--- config.mk ---
export PLATFORM = sky130hd
export DESIGN_NAME = bus_arb_rr
export DESIGN_NICKNAME = d
export VERILOG_FILES = /design/src/rtl/bus_arb_rr.sv
export SDC_FILE = /design/constraint.sdc
export NUM_CORES = 1
export LEC_CHECK = 0
export BUFFER_PORTS_ARGS = -buffer_cell sky130_fd_sc_hd__buf_2
export CAP_MARGIN = 20
export CORE_MARGIN = 5
export CORE_UTILIZATION = 58
export DETAILED_ROUTE_END_ITERATION = 12
export GPL_ROUTABILITY_DRIVEN = 0
export PLACE_DENSITY = 0.82
export SYNTH_ARGS = -nofsm -noshare
export SYNTH_HDL_FRONTEND = slang
export SYNTH_SLANG_ARGS = --single-unit
--- constraint.sdc ---
create_clock -name clk -period 6.65 [get_ports clk]
set_input_delay 0.3325 -clock clk [delete_from_list [all_inputs] [get_ports clk]]
set_output_delay 0.3325 -clock clk [all_outputs]
set_load 0.05 [all_outputs]
--- src/rtl/bus_arb_rr.sv ---
// bus_arb_rr: N-way system bus arbiter (round-robin or fixed priority) that drives the bus mux select.
// Latency: request to grant 1 cycle from IDLE or CLEAR; release to grant low 1 cycle; all outputs registered.
// Backpressure: none; masters keep breq high until granted. BUS_ARB_TIMEOUT_EN adds a hold limit with preemption.
module bus_arb_rr #(
    parameter int N_REQ    = 4,
    parameter int MAX_HOLD = 16
) (
    input  logic                     clk,
    input  logic                     reset,
    input  logic [N_REQ-1:0]         breq,
    input  logic                     pri_mode,
    output logic [N_REQ-1:0]         grant,
    output logic                     grant_valid,
    output logic [$clog2(N_REQ)-1:0] grant_id,
    output logic                     timeout
);

    localparam int ID_W = $clog2(N_REQ);

    localparam logic [1:0] ST_IDLE  = 2'd0;
    localparam logic [1:0] ST_GRANT = 2'd1;
    localparam logic [1:0] ST_CLEAR = 2'd2;

    localparam logic [N_REQ-1:0] ONE_N   = N_REQ'(1);
    localparam logic [ID_W-1:0]  ONE_ID  = ID_W'(1);
    localparam logic [ID_W-1:0]  LAST_ID = ID_W'(N_REQ - 1);
    localparam logic [ID_W:0]    N_EXT   = (ID_W + 1)'(N_REQ);

    // Out-of-range parameters are rejected at elaboration time.
    if (N_REQ < 2 || N_REQ > 16 || MAX_HOLD < 2 || MAX_HOLD > 255) begin : g_param_check
        $error("bus_arb_rr: N_REQ or MAX_HOLD out of range");
    end

    logic [1:0]         state;
    logic               rst_done;
    logic [ID_W-1:0]    rr_ptr;
    logic [N_REQ-1:0]   owner_mask;
    logic [N_REQ-1:0]   elig;
    logic [N_REQ-1:0]   rot;
    logic [N_REQ-1:0]   srch;
    logic [2*N_REQ-1:0] dbl;
    logic [ID_W-1:0]    first_id;
    logic [ID_W-1:0]    win_id;
    logic [ID_W:0]      rr_sum;
    logic               win_vld;
    logic               sel;
    logic               owner_req;
    logic               release_evt;
    logic               preempt;

    // The current owner is always grant_id; its request bit decides hold vs release.
    assign owner_mask  = ONE_N << grant_id;
    assign owner_req   = (breq & owner_mask) != '0;
    assign sel         = (state != ST_GRANT) && rst_done && win_vld;
    assign release_evt = (state == ST_GRANT) && (!owner_req || preempt);

`ifdef BUS_ARB_TIMEOUT_EN
    localparam int                HOLD_W   = $clog2(MAX_HOLD + 1);
    localparam logic [HOLD_W-1:0] HOLD_MAX = HOLD_W'(MAX_HOLD);
    localparam logic [HOLD_W-1:0] HOLD_ONE = HOLD_W'(1);

    logic [HOLD_W-1:0] hold_cnt;
    logic [N_REQ-1:0]  others;

    assign others  = breq & ~owner_mask;
    // A still-requesting owner that has used its full budget is evicted only if someone else is waiting.
    assign preempt = (state == ST_GRANT) && owner_req && (hold_cnt == HOLD_MAX) && (others != '0);

    // timeout is high exactly in the CLEAR cycle after a preemption: mask the evicted master unless it is alone.
    always_comb begin
        elig = breq;
        if (timeout && (others != '0)) begin
            elig = others;
        end
    end

    // Hold counter loads 1 with each new grant, saturates at MAX_HOLD, and the timeout pulse follows preemption.
    always_ff @(posedge clk or posedge reset) begin
        if (reset) begin
            hold_cnt <= '0;
            timeout  <= 1'b0;
        end else begin
            timeout <= preempt;
            if (sel) begin
                hold_cnt <= HOLD_ONE;
            end else if ((state == ST_GRANT) && !release_evt) begin
                if (hold_cnt != HOLD_MAX) begin
                    hold_cnt <= hold_cnt + HOLD_ONE;
                end
            end else begin
                hold_cnt <= '0;
            end
        end
    end
`else
    assign preempt = 1'b0;
    assign timeout = 1'b0;

    // Without the hold limit every request is eligible at a selection edge.
    always_comb begin
        elig = breq;
    end
`endif

    // Winner selection: rotate so the RR pointer sits at bit 0, pick the lowest set bit, un-rotate.
    always_comb begin
        dbl      = {elig, elig} >> rr_ptr;
        rot      = dbl[N_REQ-1:0];
        srch     = pri_mode ? elig : rot;
        win_vld  = |srch;
        first_id = '0;
        for (int i = N_REQ - 1; i >= 0; i--) begin
            if (srch[i]) begin
                first_id = ID_W'(i);
            end
        end
        rr_sum = {1'b0, rr_ptr} + {1'b0, first_id};
        if (rr_sum >= N_EXT) begin
            rr_sum = rr_sum - N_EXT;
        end
        win_id = pri_mode ? first_id : rr_sum[ID_W-1:0];
    end

    // Arbiter FSM: IDLE/CLEAR select a new owner, GRANT holds until release or preemption.
    // rst_done blocks selection on the first edge after reset so the earliest grant lands on the second edge.
    always_ff @(posedge clk or posedge reset) begin
        if (reset) begin
            state       <= ST_IDLE;
            rst_done    <= 1'b0;
            rr_ptr      <= '0;
            grant       <= '0;
            grant_valid <= 1'b0;
            grant_id    <= '0;
        end else begin
            rst_done <= 1'b1;
            if (sel) begin
                state       <= ST_GRANT;
                grant       <= ONE_N << win_id;
                grant_id    <= win_id;
                grant_valid <= 1'b1;
            end else if (release_evt) begin
                state       <= ST_CLEAR;
                grant       <= '0;
                grant_valid <= 1'b0;
                rr_ptr      <= (grant_id == LAST_ID) ? '0 : grant_id + ONE_ID;
            end else if (state != ST_GRANT) begin
                state       <= ST_IDLE;
                grant       <= '0;
                grant_valid <= 1'b0;
            end
        end
    end

endmodule
======== After elaboration in Yosys (flattened, before gate mapping) ========
Cells that the tools add are included.
Widths: inputs -> output; s select.
word-level totals
  output and inout bits ................... 8
  register bits ........................... 12
cells by class
  muxes and demuxes ....................... 17
  reductions and logical operators ........ 8
  add/sub/neg operators ................... 3
  order comparisons ....................... 1
  eq/ne operators ......................... 3
  bitwise logic cells ..................... 2
  shifts and indexed selects .............. 3
operator list
  cell                 count
  $mux 2               10
  $mux 4               4
  $shl 1x2->4 const A  2
  $shr 8x2->4          1
  $and 4x4->4          1
  $reduce_bool 4->1    1
  $reduce_or 4->1      1
  $add 2x2->3          1
  $ge 3x3->1 const B   1
  $logic_and 1x1->1    3
  $mux 1               3
  $reduce_bool 3->1    1
  $add 2x1->2 const B  1
  $eq 2x1->1 const B   1
  $eq 2x2->1 const B   1
  $ne 2x1->1 const B   1
  $reduce_and 2->1     1
  $sub 2x1->2 const B  1
  $logic_not 1->1      1
  $not 1->1            1

======== Depth between registers and ports, before layout ========
Gate-level depths: netlist of the first run.
  word-level depth ........................ 12
  depth in mapped cells ................... 13
  gate-level depth less buffers ........... 12

======== Least setup slack after synthesis of the first run ========
Ideal clock, no wire load.
  path kind ............................... register to register
  start ................................... reg rr_ptr[0]
  end ..................................... reg grant[2]
  stages on the path, launching flop included .. 13
  arrival time ............................ 2.433 ns
  slack ................................... 4.125 ns
  required time ........................... 6.558 ns
  period minus slack after synthesis ...... 2.525 ns
  library setup time ...................... 0.092 ns
  path through ............................ dfrtp_1 -> buf_6 -> mux2_4 -> a22o_1 -> nor2_1 -> nand2_1 -> a31oi_1 -> o21a_1 -> ha_1 -> xnor2_1 -> nor2_1 -> mux2_2 -> o31ai_2
on the way
  word-level cells in the longest chain between the ends .. 12
RTL lines
  element                                           line      text
  start, declared                                   36        logic [ID_W-1:0] rr_ptr;
  start signal, assigned                            145       rr_ptr <= (grant_id == LAST_ID) ? '0 : grant_id + ONE_ID;
  $shr 8x2->4                                       107       dbl = {elig, elig} >> rr_ptr;
  $mux 4                                            109       srch = pri_mode ? elig : rot;
  $mux 2 (4 in series)                              113       if (srch[i]) begin
  $add 2x2->3                                       117       rr_sum = {1'b0, rr_ptr} + {1'b0, first_id};
  $ge 3x3->1 / $sub 2x1->2 (equally long branches)  118, 119
  $mux 2                                            118       if (rr_sum >= N_EXT) begin
  $mux 2                                            121       win_id = pri_mode ? first_id : rr_sum[ID_W-1:0];
  $shl 1x2->4                                       138       grant <= ONE_N << win_id;
  $mux 4                                            136       if (sel) begin
  end signal, assigned                              138
  end, declared                                     12        output logic [N_REQ-1:0] grant,
Several ways; a longest one is shown, not always the timed one.
A chain may end at the register's enable or synchronous reset.

======== Worst setup path after layout of the first run ========
Same ends and word-level chain as after synthesis.

==> flow_summary.ini, run 1 <==
[route]
detailedRoute.firstIterationViolations = 9
ant_nets = 0
route.detailed.drc = 0
num_vias = 709
route.detailed.wl_per_inst_um = 14.5
via_per_inst = 5.86
detail_route.first_pass.iterations = 4
postRouteWirelength_um = 1750

[yosys]
synth_largest_type_area_fraction_pct = 32.3
synthesis.instances = 92
synthesis.area_per_instance_um2 = 9.28
ys_warn_count = 0
ys.flop_type = dfrtp_1
synth-edff-count = 0
synth-seq-area-share_pct = 32.3
synth.net_count = 104
synth_async_sr_flop_share_pct = 100
share_of_the_synthesized_netlist_area_taken_by_xor_and_xnor_gates_pct = 1.03
cell_area_after_synthesis_um2 = 853
synth_seq_cells = 11
synthTopCellsByArea = dfrtp_1 (32%), ha_1 (7.3%), nand2_1 (4.4%), mux2_2 (4.0%), inv_1 (3.5%)
post_synth_fa_ha_maj_area_fraction_pct = 7.33
netlist-cell-type-count = 40
synth.mux.area_fraction_pct = 6.89
area_fraction_in_and_or_nand_and_nor_cells_after_synthesis_pct = 18.8
synth_top_area_cell = dfrtp_1
synth_top_family_by_area = compound AO/OA/AOI/OAI gates
synth_area_in_compound_gates_pct = 26.5

[global_routing]
globalRoute.busiestLayer = met2
groute.layer.met1.usage_pct = 20.6
gr-usage-met2_pct = 25.2
grt_first_pass_wirelength_um = 3060
grt_pass1_vias = 700
number_of_antenna_violations_at_the_first_check_in_global_routing = 0
grt_start_max_net_pins = 15
gr_ovfl_total = 0
grtUsageTotal_pct = 15.4
groute.layer.met3.usage_pct = 4.28

[power]
max-vdd-ir-drop_mv = 0.380
total_power_mw = 0.460
power.density_cell_area_mw_per_mm2 = 489
leakagePower_nw = 0.451

[floorplanning]
core_area_mm2 = 0.00135
dieArea_mm2 = 0.00234
die_y_um = 48.4
rows = 13
chip_width_um = 48.4
initial_utilization_pct = 63.2
design.portCount = 15

[place]
dp_hpwl_um = 1350
placedInstanceArea_um2 = 913
placedCellCount = 117
port_buffers = 13

[job]
maxCapViolCount = 0

[setup_path]
crit_chain = mux2_4, a22o_1, nor2_1, nand2_1, a21boi_0, o21a_1, ha_1, xnor2_1, nor2_1, mux2_2, o31ai_2
criticalPathCategory = flip-flop to flip-flop
setup.worst_path.end_class = flip-flop
critical_path_required_ns = 6.83
path_delay_family = compound AO/OA/AOI/OAI gates
crit_top_cell = nor2_1
timing.critical_path.fanout_max = 14
timing.critical_path.slowest_stage_cell = dfrtp_1
cpPeakStageDelay_ns = 0.62
worst_ep_arrival_time_ns = 3.09
critPathLaunchType = flip-flop
worst-path-buf-inv = 0

[clock_network]
post_cts_buffers = 0
cts_inserted_buffers = 3
cts.sink_count = 11
clock_latency_ns = 0.27
clockRootBuffer = clkbuf_4
tritoncts = done
cts-hold-fix-buffers = 0
clk_pin_slew_ns = 0.07
ctsHtreeMaxLevel = 1
post_cts_resized = 0
clock_path_buffers = 2

[worst_hold_path]
hp_class = input pin to async pin

[cells_and_area]
share_of_final_layout_standard_cells_stronger_than_drive_strength_1_pct = 30.2
area_growth_syn_to_layout_pct = 10.3
insertedDiodeCount = 0
non_filler_cells_final = 121
stdcell_area_um2 = 941
number_of_fill_cells = 113
nNetsFinal = 119

[sta]
fmaxAchievable_mhz = 344
grt_setup_unrepaired = false
post-route-period-util_pct = 43.7
fin_setup_tns_ns = 0
hold_viol = 0
post-route-min-period_ns = 2.90
final.setup_skew_ns = 0.00124
timing_max_transition_violations_final = 0
setup_viol = 0

[outcome]
outcome = finished clean
==> power breakdown <==
group | internal (mW) | switching, mW
sequential | 0.0936 | 0.0350
combinational | 0.109 | 0.177
clock | 0.0223 | 0.0235
total | 0.225 | 0.235
==> routing by layer <==
metal / part of all wire, % / wire length (µm)
met1: 47 / 822
met2: 47 / 821
met3: 5.8 / 101
met4: 0.46 / 8
met5: 0 / 0
==> area by class of cell <==
class                      instances  area (µm²)  share of cell area, %
clock buffer                       3        22.5                   2.39
timing repair buffer              13        65.1                   6.91
tap                               15        18.8                   1.99
clock inverter                     1        5.00                  0.532
sequential                        11         275                   29.3
multi-input combinational         70         524                   55.7
inverter                           8        30.0                   3.19
==> synthesized netlist by cell type, types with 2 or more instances <==
cell      instances
nand3b_1          3
dfrtp_1          11
o21a_1            2
o21ai_0           2
conb_1            2
nand2_1          10
a32o_1            2
and2_1            3
ha_1              5
nor3_1            2
inv_1             8
nand2b_2          3
mux2_2            3
o21ba_2           2
nor2_1            5
a22o_1            3
a21oi_1           3
==> path summary, 6_finish.rpt <==
kind	start	end	slack [ns]	cells past startpoint
setup / recovery	rr_ptr[0]	grant[2]	3.75	11
hold / removal	reset	grant[1]	0.04	2
setup reg to reg	rr_ptr[0]	grant[2]	3.75	11
hold reg to reg	grant[2]	grant[2]	0.49	2
max in group asynchronous	reset	state[1]	6.32	2
min in group clk	grant[2]	grant[2]	0.49	2
==> cells in the final DEF, fill, tap and decap left out, types with 2 or more instances in the layout <==
cell	instances
a21oi_1	3
a22o_1	3
a32o_1	2
and2_1	3
buf_2	13
clkbuf_4	3
conb_1	2
dfrtp_1	11
ha_1	5
inv_1	8
mux2_2	3
nand2_1	10
nand2b_2	3
nand3b_1	3
nor2_1	5
nor3_1	2
o21a_1	2
o21ai_0	2
o21ba_2	2
==> through the flow <==
stage | setup WS (ns) | hold slack (ns) | utilization, %
final | 3.75 | 0.0413 | 69.7
after global routing | 3.63 | 0.0704 | 69.7
after CTS | 3.81 | 0.0550 | 69.7
after detailed placement | 3.84 | 0.348 | 67.7
after global placement | 3.97 | 0.331 | 67.7
after floorplan | 4.13 | 0.185 | -
==> flip-flops by register name, summed over array words and instances (netlist names) <==
name / cells
grant: 4
grant_id: 2
rr_ptr: 2
rst_done: 1
state: 2
==> kinds of logic after synthesis <==
logic type	after synthesis
buffers and inverters	11
other	2
xor gates and xnor gates	1
and+or+nand+nor	30
adders and majority gates	5
DFF	11
AOI/OAI and AO/OA	27
muxes	5
==> worst register-to-register path: cells and delay by family (launching register included) <==
kind            cells  cell delay, ns
compound gates      4            0.76
xor+xnor            1            0.06
flops               1            0.62
fa+ha+maj           1            0.15
mux                 2            0.73
simple gates        3            0.49
No activity file was read; power rests on OpenSTA's default activity.
==> run 2, diff against run 1 <==
Settings changed: ABC_AREA from default to 1, CORE_UTILIZATION 58 to 53, PLACE_DENSITY 0.82 to 0.76.
Clock period 6.65 ns to 2.7 ns, I/O delays scaled along.
==> run 2 against run 1 <==
  * Global-route usage is 0.69 points higher
  * Highest routed layer unchanged
  * First-iteration DRC count increased by 22%
  * Critical path depth grew 7
  * Synthesized cell count up 34%
  * Clock-buffer cell count increased by 1
  * Largest cell class unchanged
==> flow_summary.ini, run 2 <==
[sta]
finalWorstSetupSlack_ns = 0.594
setup_viol = 0
final.setup_skew_ns = 0.00348
fmaxAchievable_mhz = 475
final.hold.worst_slack_ns = 0.268
grt_setup_unrepaired = false
timing_max_transition_violations_final = 0
fin_setup_tns_ns = 0
post-route-min-period_ns = 2.11
hold_viol = 0
post-route-period-util_pct = 78.0

[cells_and_area]
insertedDiodeCount = 0
number_of_fill_cells = 146
finish.utilization_pct = 63.3
largest_register_ff_count = 4
largest_register = grant
share_of_final_layout_standard_cells_stronger_than_drive_strength_1_pct = 22.9
layout_commonest_cell = nand2_1
area_growth_syn_to_layout_pct = 13.6
nNetsFinal = 153
most-common-layout-cells = nand2_1 (48), buf_2 (13), nand3_1 (11), dfrtp_1 (11)
stdcell_area_um2 = 953
non_filler_cells_final = 156

[route]
postRouteWirelength_um = 1750
highest-signal-layer = met4
route.met2.wl_um = 844
detailedRoute.firstIterationViolations = 11
num_vias = 805
via_per_inst = 5.16
route.detailed.wl_per_inst_um = 11.2
detail_route.first_pass.iterations = 4
detailroute.wirelength.met3_um = 70
ant_nets = 0
met1_length_um = 811
route.detailed.drc = 0

[clock_network]
cts_inserted_buffers = 3
clock_path_buffers = 2
tritoncts = done
clk_pin_slew_ns = 0.07
cts.sink_count = 11
ctsHtreeMaxLevel = 1
clock_latency_ns = 0.27
clockRootBuffer = clkbuf_4

[setup_path]
criticalPathCategory = flip-flop to flip-flop
endpoint = grant[0]
critPathLaunchType = flip-flop
timing.rr.start = rr_ptr[0]
cpPeakStageDelay_ns = 0.47
crit_top_cell = nand2_1
worstReg2RegEnd = grant[0]
worst-path-buf-inv = 2
worst_ep_arrival_time_ns = 2.31
timing.critical_path.slowest_stage_cell = dfrtp_1
r2r_cells = 18
timing.critical_path.fanout_max = 7
timing.reg2reg.setup_slack_ns = 0.59
path_delay_family = simple AND/OR/NAND/NOR gates
critical_path_required_ns = 2.91
crit_chain = inv_2, nand2_1, nand2_1, nand2_1, nand2_1, nand2_1, nand2_1, nand2_1, a21oi_1, ha_1, nor2_1, nor2_1, inv_1, nand3_1, nand2_2, nor2_2, nand2_1, nand2_1
worst-path-stages = 18
setup.worst_path.end_class = flip-flop
timing.critical_path.from = rr_ptr[0]

[yosys]
yosysMostFrequentCell = nand2_1
synth_largest_type_area_fraction_pct = 32.8
synth_top_area_cell = dfrtp_1
synth_seq_cells = 11
ys.flop_type = dfrtp_1
cell_area_after_synthesis_um2 = 840
synth-seq-area-share_pct = 32.8
synthesis.instances = 123
synth.net_count = 135
netlist-cell-type-count = 21
synth-edff-count = 0
synthTopCellsByArea = dfrtp_1 (33%), nand2_1 (21%), ha_1 (7.5%), nand3_1 (6.6%), nand2_2 (5.2%)
most_instantiated_cells_after_synthesis = nand2_1 (48), dfrtp_1 (11), nand3_1 (11)
synth_async_sr_flop_share_pct = 100
synthesis.area_per_instance_um2 = 6.83
ys_warn_count = 0

[power]
power_switching_share_pct = 55.0
clockPowerShare_pct = 10.5
max-vdd-ir-drop_mv = 0.819
seqPwrFrac_pct = 27.7
total_power_mw = 1.06
total_switching_power_mw = 0.586
p_int_mw = 0.479
power.density_cell_area_mw_per_mm2 = 1120
comb_power_share_pct = 61.8
leakagePower_nw = 0.554

[place]
port_buffers = 13
placedCellCount = 151
placedInstanceArea_um2 = 917
dp_hpwl_um = 1370
place_ws_ns = 0.635

[worst_hold_path]
hp_class = input pin to flip-flop

[floorplanning]
core_area_mm2 = 0.00151
initial_utilization_pct = 55.7
dieArea_mm2 = 0.00248
die_y_um = 49.8
chip_width_um = 49.8
design.portCount = 15
rows = 14

[global_routing]
grt_first_pass_wirelength_um = 3210
number_of_antenna_violations_at_the_first_check_in_global_routing = 0
grt_pass1_vias = 765
grtUsageTotal_pct = 16.1
grt_start_max_net_pins = 12
gr_ovfl_total = 0

[outcome]
outcome = finished clean

[job]
maxCapViolCount = 0
## run 2: cell count changes after synthesis, sizes merged, moves of 4 or more
cell	change
mux2	-4
nand3	+13
nor2	+8
inv	+4
nand2b	-4
nand2	+46
## run 2: metal layers
layer	up-vias	GRT usage [%]
li1	416	-
met1	361	21.2
met2	23	25.8
met3	5	2.71
met4	0	6.11
met5	-	0
## run 2: cells by family after synthesis
logic type / after synthesis / synth area share (%)
simple gates: 84 / 45.8
buf+inv: 14 / 8.35
flops: 11 / 32.8
compound gates: 7 / 4.77
fa+ha+maj: 5 / 7.45
other cells: 2 / 0.895
## run 2: worst min-delay path by stage
| stage | endpoint | cells past startpoint | slack [ns] | start |
|---|---|---|---|---|
| 4_1_cts | state[1] | 4 | 0.27 | breq[0] |
| 5_1_grt | state[1] | 4 | 0.28 | breq[0] |
| 3_3_place_gp | rst_done | 2 | 0.13 | reset |
| 3_5_place_dp | grant[3] | 2 | 0.15 | reset |
| 2_1_floorplan | grant[0] | 1 | -0.01 | reset |
| 6_report | state[1] | 4 | 0.27 | breq[0] |
## run 2: cell type report
type	instances	area (µm²)	area share (%)
clock buffer	4	26.3	2.76
sequential	11	275	28.9
multi-input combinational	98	494	51.8
timing repair buffer	14	75.1	7.87
inverter	13	62.6	6.56
tap	16	20.0	2.10
## run 2: power groups by stage
stage | Clock [mW] | Sequential, mW | Combinational (mW)
final | 0.112 | 0.295 | 0.658
after global routing | 0.125 | 0.305 | 0.740
after CTS | 0.112 | 0.295 | 0.658
after detailed placement | 0 | 0.298 | 0.651
after global placement | 0 | 0.293 | 0.640
after floorplan | 0 | 0.429 | 0.381
## run 2: timing repair
| action | 4_1_cts | 5_1_grt |
|---|---|---|
| hold endpoints to repair | 11 | 0 |
| buffers inserted | 0 | 0 |
| hold buffers | 1 | 0 |
| resized for setup | 0 | 0 |
## run 2: tightest hold or removal path: stages
cell     delay, ns
buf_2         0.13
nand2_1       0.06
nand4_1       0.06
nor2_1        0.10
==> run 3, diff against run 2 <==
Settings changed: CORE_UTILIZATION 53 to 48, PLACE_DENSITY 0.76 to 0.73.
Clock period 2.7 ns to 1.85 ns, I/O delays scaled along.
==> run 3 against run 2 <==
  * The flow now finishes with violations (setup timing)
  * Largest power group unchanged
  * Utilization grew 6.7 points
  * Via count grew 12%
  * Non-clock buffer count grew 16
  * Final cell count grew 11%
  * First-iteration DRC count grew 91%
  * Maximum frequency grew 6.1%
  * Sequential cell count is the same
  * Die area grew 8.3%
==> flow_summary.ini, run 3 (same netlist as run 2, synthesis figures left out) <==
[outcome]
outcome = complete, but fails checks
failing_checks = setup timing

[setup_path]
critPathLaunchType = flip-flop
worst_ep_arrival_time_ns = 2.16
timing.critical_path.fanout_max = 6
criticalPathCategory = flip-flop to flip-flop
setup.worst_path.end_class = flip-flop
critical_path_required_ns = 2.02
timing.rr.start = rr_ptr[0]
timing.critical_path.from = rr_ptr[0]

[cells_and_area]
largest_register = grant
nNetsFinal = 169
most-common-layout-cells = nand2_1 (40), buf_4 (15), buf_2 (13), nand2_2 (11)
largest_register_ff_count = 4
finish.utilization_pct = 70.0
area_growth_syn_to_layout_pct = 40.8
share_of_final_layout_standard_cells_stronger_than_drive_strength_1_pct = 42.3
layout_commonest_cell = nand2_1
insertedDiodeCount = 0

[power]
power.density_cell_area_mw_per_mm2 = 1670
leakagePower_nw = 0.656
max-vdd-ir-drop_mv = 1.28

[route]
ant_nets = 0
route.detailed.drc = 0
num_vias = 903
route.detailed.wl_per_inst_um = 12.4
detail_route.first_pass.iterations = 4
detailedRoute.firstIterationViolations = 21
postRouteWirelength_um = 2150
via_per_inst = 5.22

[global_routing]
grtUsageTotal_pct = 17.4
groute.layer.met3.usage_pct = 3.15
gr-usage-met2_pct = 29.3
number_of_antenna_violations_at_the_first_check_in_global_routing = 0
groute.layer.met1.usage_pct = 21.0
grt_start_max_net_pins = 12
grt_pass1_vias = 875
gr_ovfl_total = 0
grt_first_pass_wirelength_um = 3590
globalRoute.busiestLayer = met2

[sta]
hold_viol = 0
timing_max_transition_violations_final = 0
final.setup_skew_ns = 0.00146
finalWorstSetupSlack_ns = -0.134
fin_setup_tns_ns = -0.479
post-route-min-period_ns = 1.98
post-route-period-util_pct = 107
setup_viol = 5
grt_setup_unrepaired = true
fmaxAchievable_mhz = 504

[place]
port_buffers = 13
place_ws_ns = -0.167
dp_hpwl_um = 1430

[clock_network]
clk_pin_slew_ns = 0.07
tritoncts = done
clock_latency_ns = 0.28
cts_inserted_buffers = 3
cts.sink_count = 11
ctsHtreeMaxLevel = 1
clock_path_buffers = 2
clockRootBuffer = clkbuf_4

[floorplanning]
initial_utilization_pct = 49.7
chip_width_um = 51.8
dieArea_mm2 = 0.00269
rows = 15
design.portCount = 15
die_y_um = 51.8
core_area_mm2 = 0.00169

[job]
maxCapViolCount = 0

[worst_hold_path]
timing.hold.worst.start = breq[0]
hp_class = input pin to flip-flop
[run 3: report_power, final]
group | internal, mW | switching [mW]
clock network | 0.0838 | 0.0891
registers | 0.336 | 0.0911
logic | 0.527 | 0.851
total | 0.947 | 1.03
[run 3: path summary, 6_finish.rpt]
path	end	slack, ns	cells past startpoint
max in group asynchronous	rr_ptr[0]	1.19	3
min reg2reg	grant[3]	0.47	2
min in group asynchronous	state[0]	0.34	3
max	grant[0]	-0.13	16
min	grant_id[0]	0.31	6
max reg2reg	grant[0]	-0.13	16
[run 3: worst max-delay path, cell delays in order, from the launching register on]
cell,delay [ns]
dfrtp_2,0.45
inv_4,0.11
nand2_4,0.05
nand3_1,0.10
nand3_2,0.11
nand2_2,0.07
inv_1,0.05
a21oi_2,0.17
ha_4,0.15
nor2_1,0.03
nor2_1,0.12
buf_4,0.14
nand2_4,0.05
nand2_4,0.09
nor2_4,0.04
nand2_1,0.07
nand2_1,0.05
[run 3: per-stage QoR]
stage | power (mW) | area, µm² | std cells | hold slack, ns
CTS | 1.83 | 1100 | 173 | 0.321
detailed placement | 1.50 | 986 | 161 | 0.104
global route | 2.14 | 1180 | 173 | 0.345
floorplan | 1.18 | 840 | 123 | -0.0551
finish | 1.98 | 1180 | 173 | 0.309
global placement | 1.48 | 986 | 161 | 0.0866
[run 3: area by class of cell]
class / count / area (µm²)
Sequential cell: 11 / 277
Inverter: 13 / 65.1
Tap cell: 17 / 21.3
Clock buffer: 4 / 26.3
Fill cell: 140 / 507
Timing Repair Buffer: 30 / 199
Multi-Input combinational cell: 98 / 594
[run 3: timing repair]
| item | in CTS | in global routing |
|---|---|---|
| buffers inserted | 7 | 1 |
| endpoints found under the hold margin | 11 | 0 |
| gates resized for setup | 7 | 21 |
| pin swaps | 7 | 16 |
| hold buffers | 1 | 0 |
| setup endpoints to repair | 5 | 7 |
[run 3: per-layer routing]
layer	up-vias	share of wire (%)
met2	26	53
met3	7	4.1
met5	-	0
met4	0	2.6
li1	451	-
met1	419	40
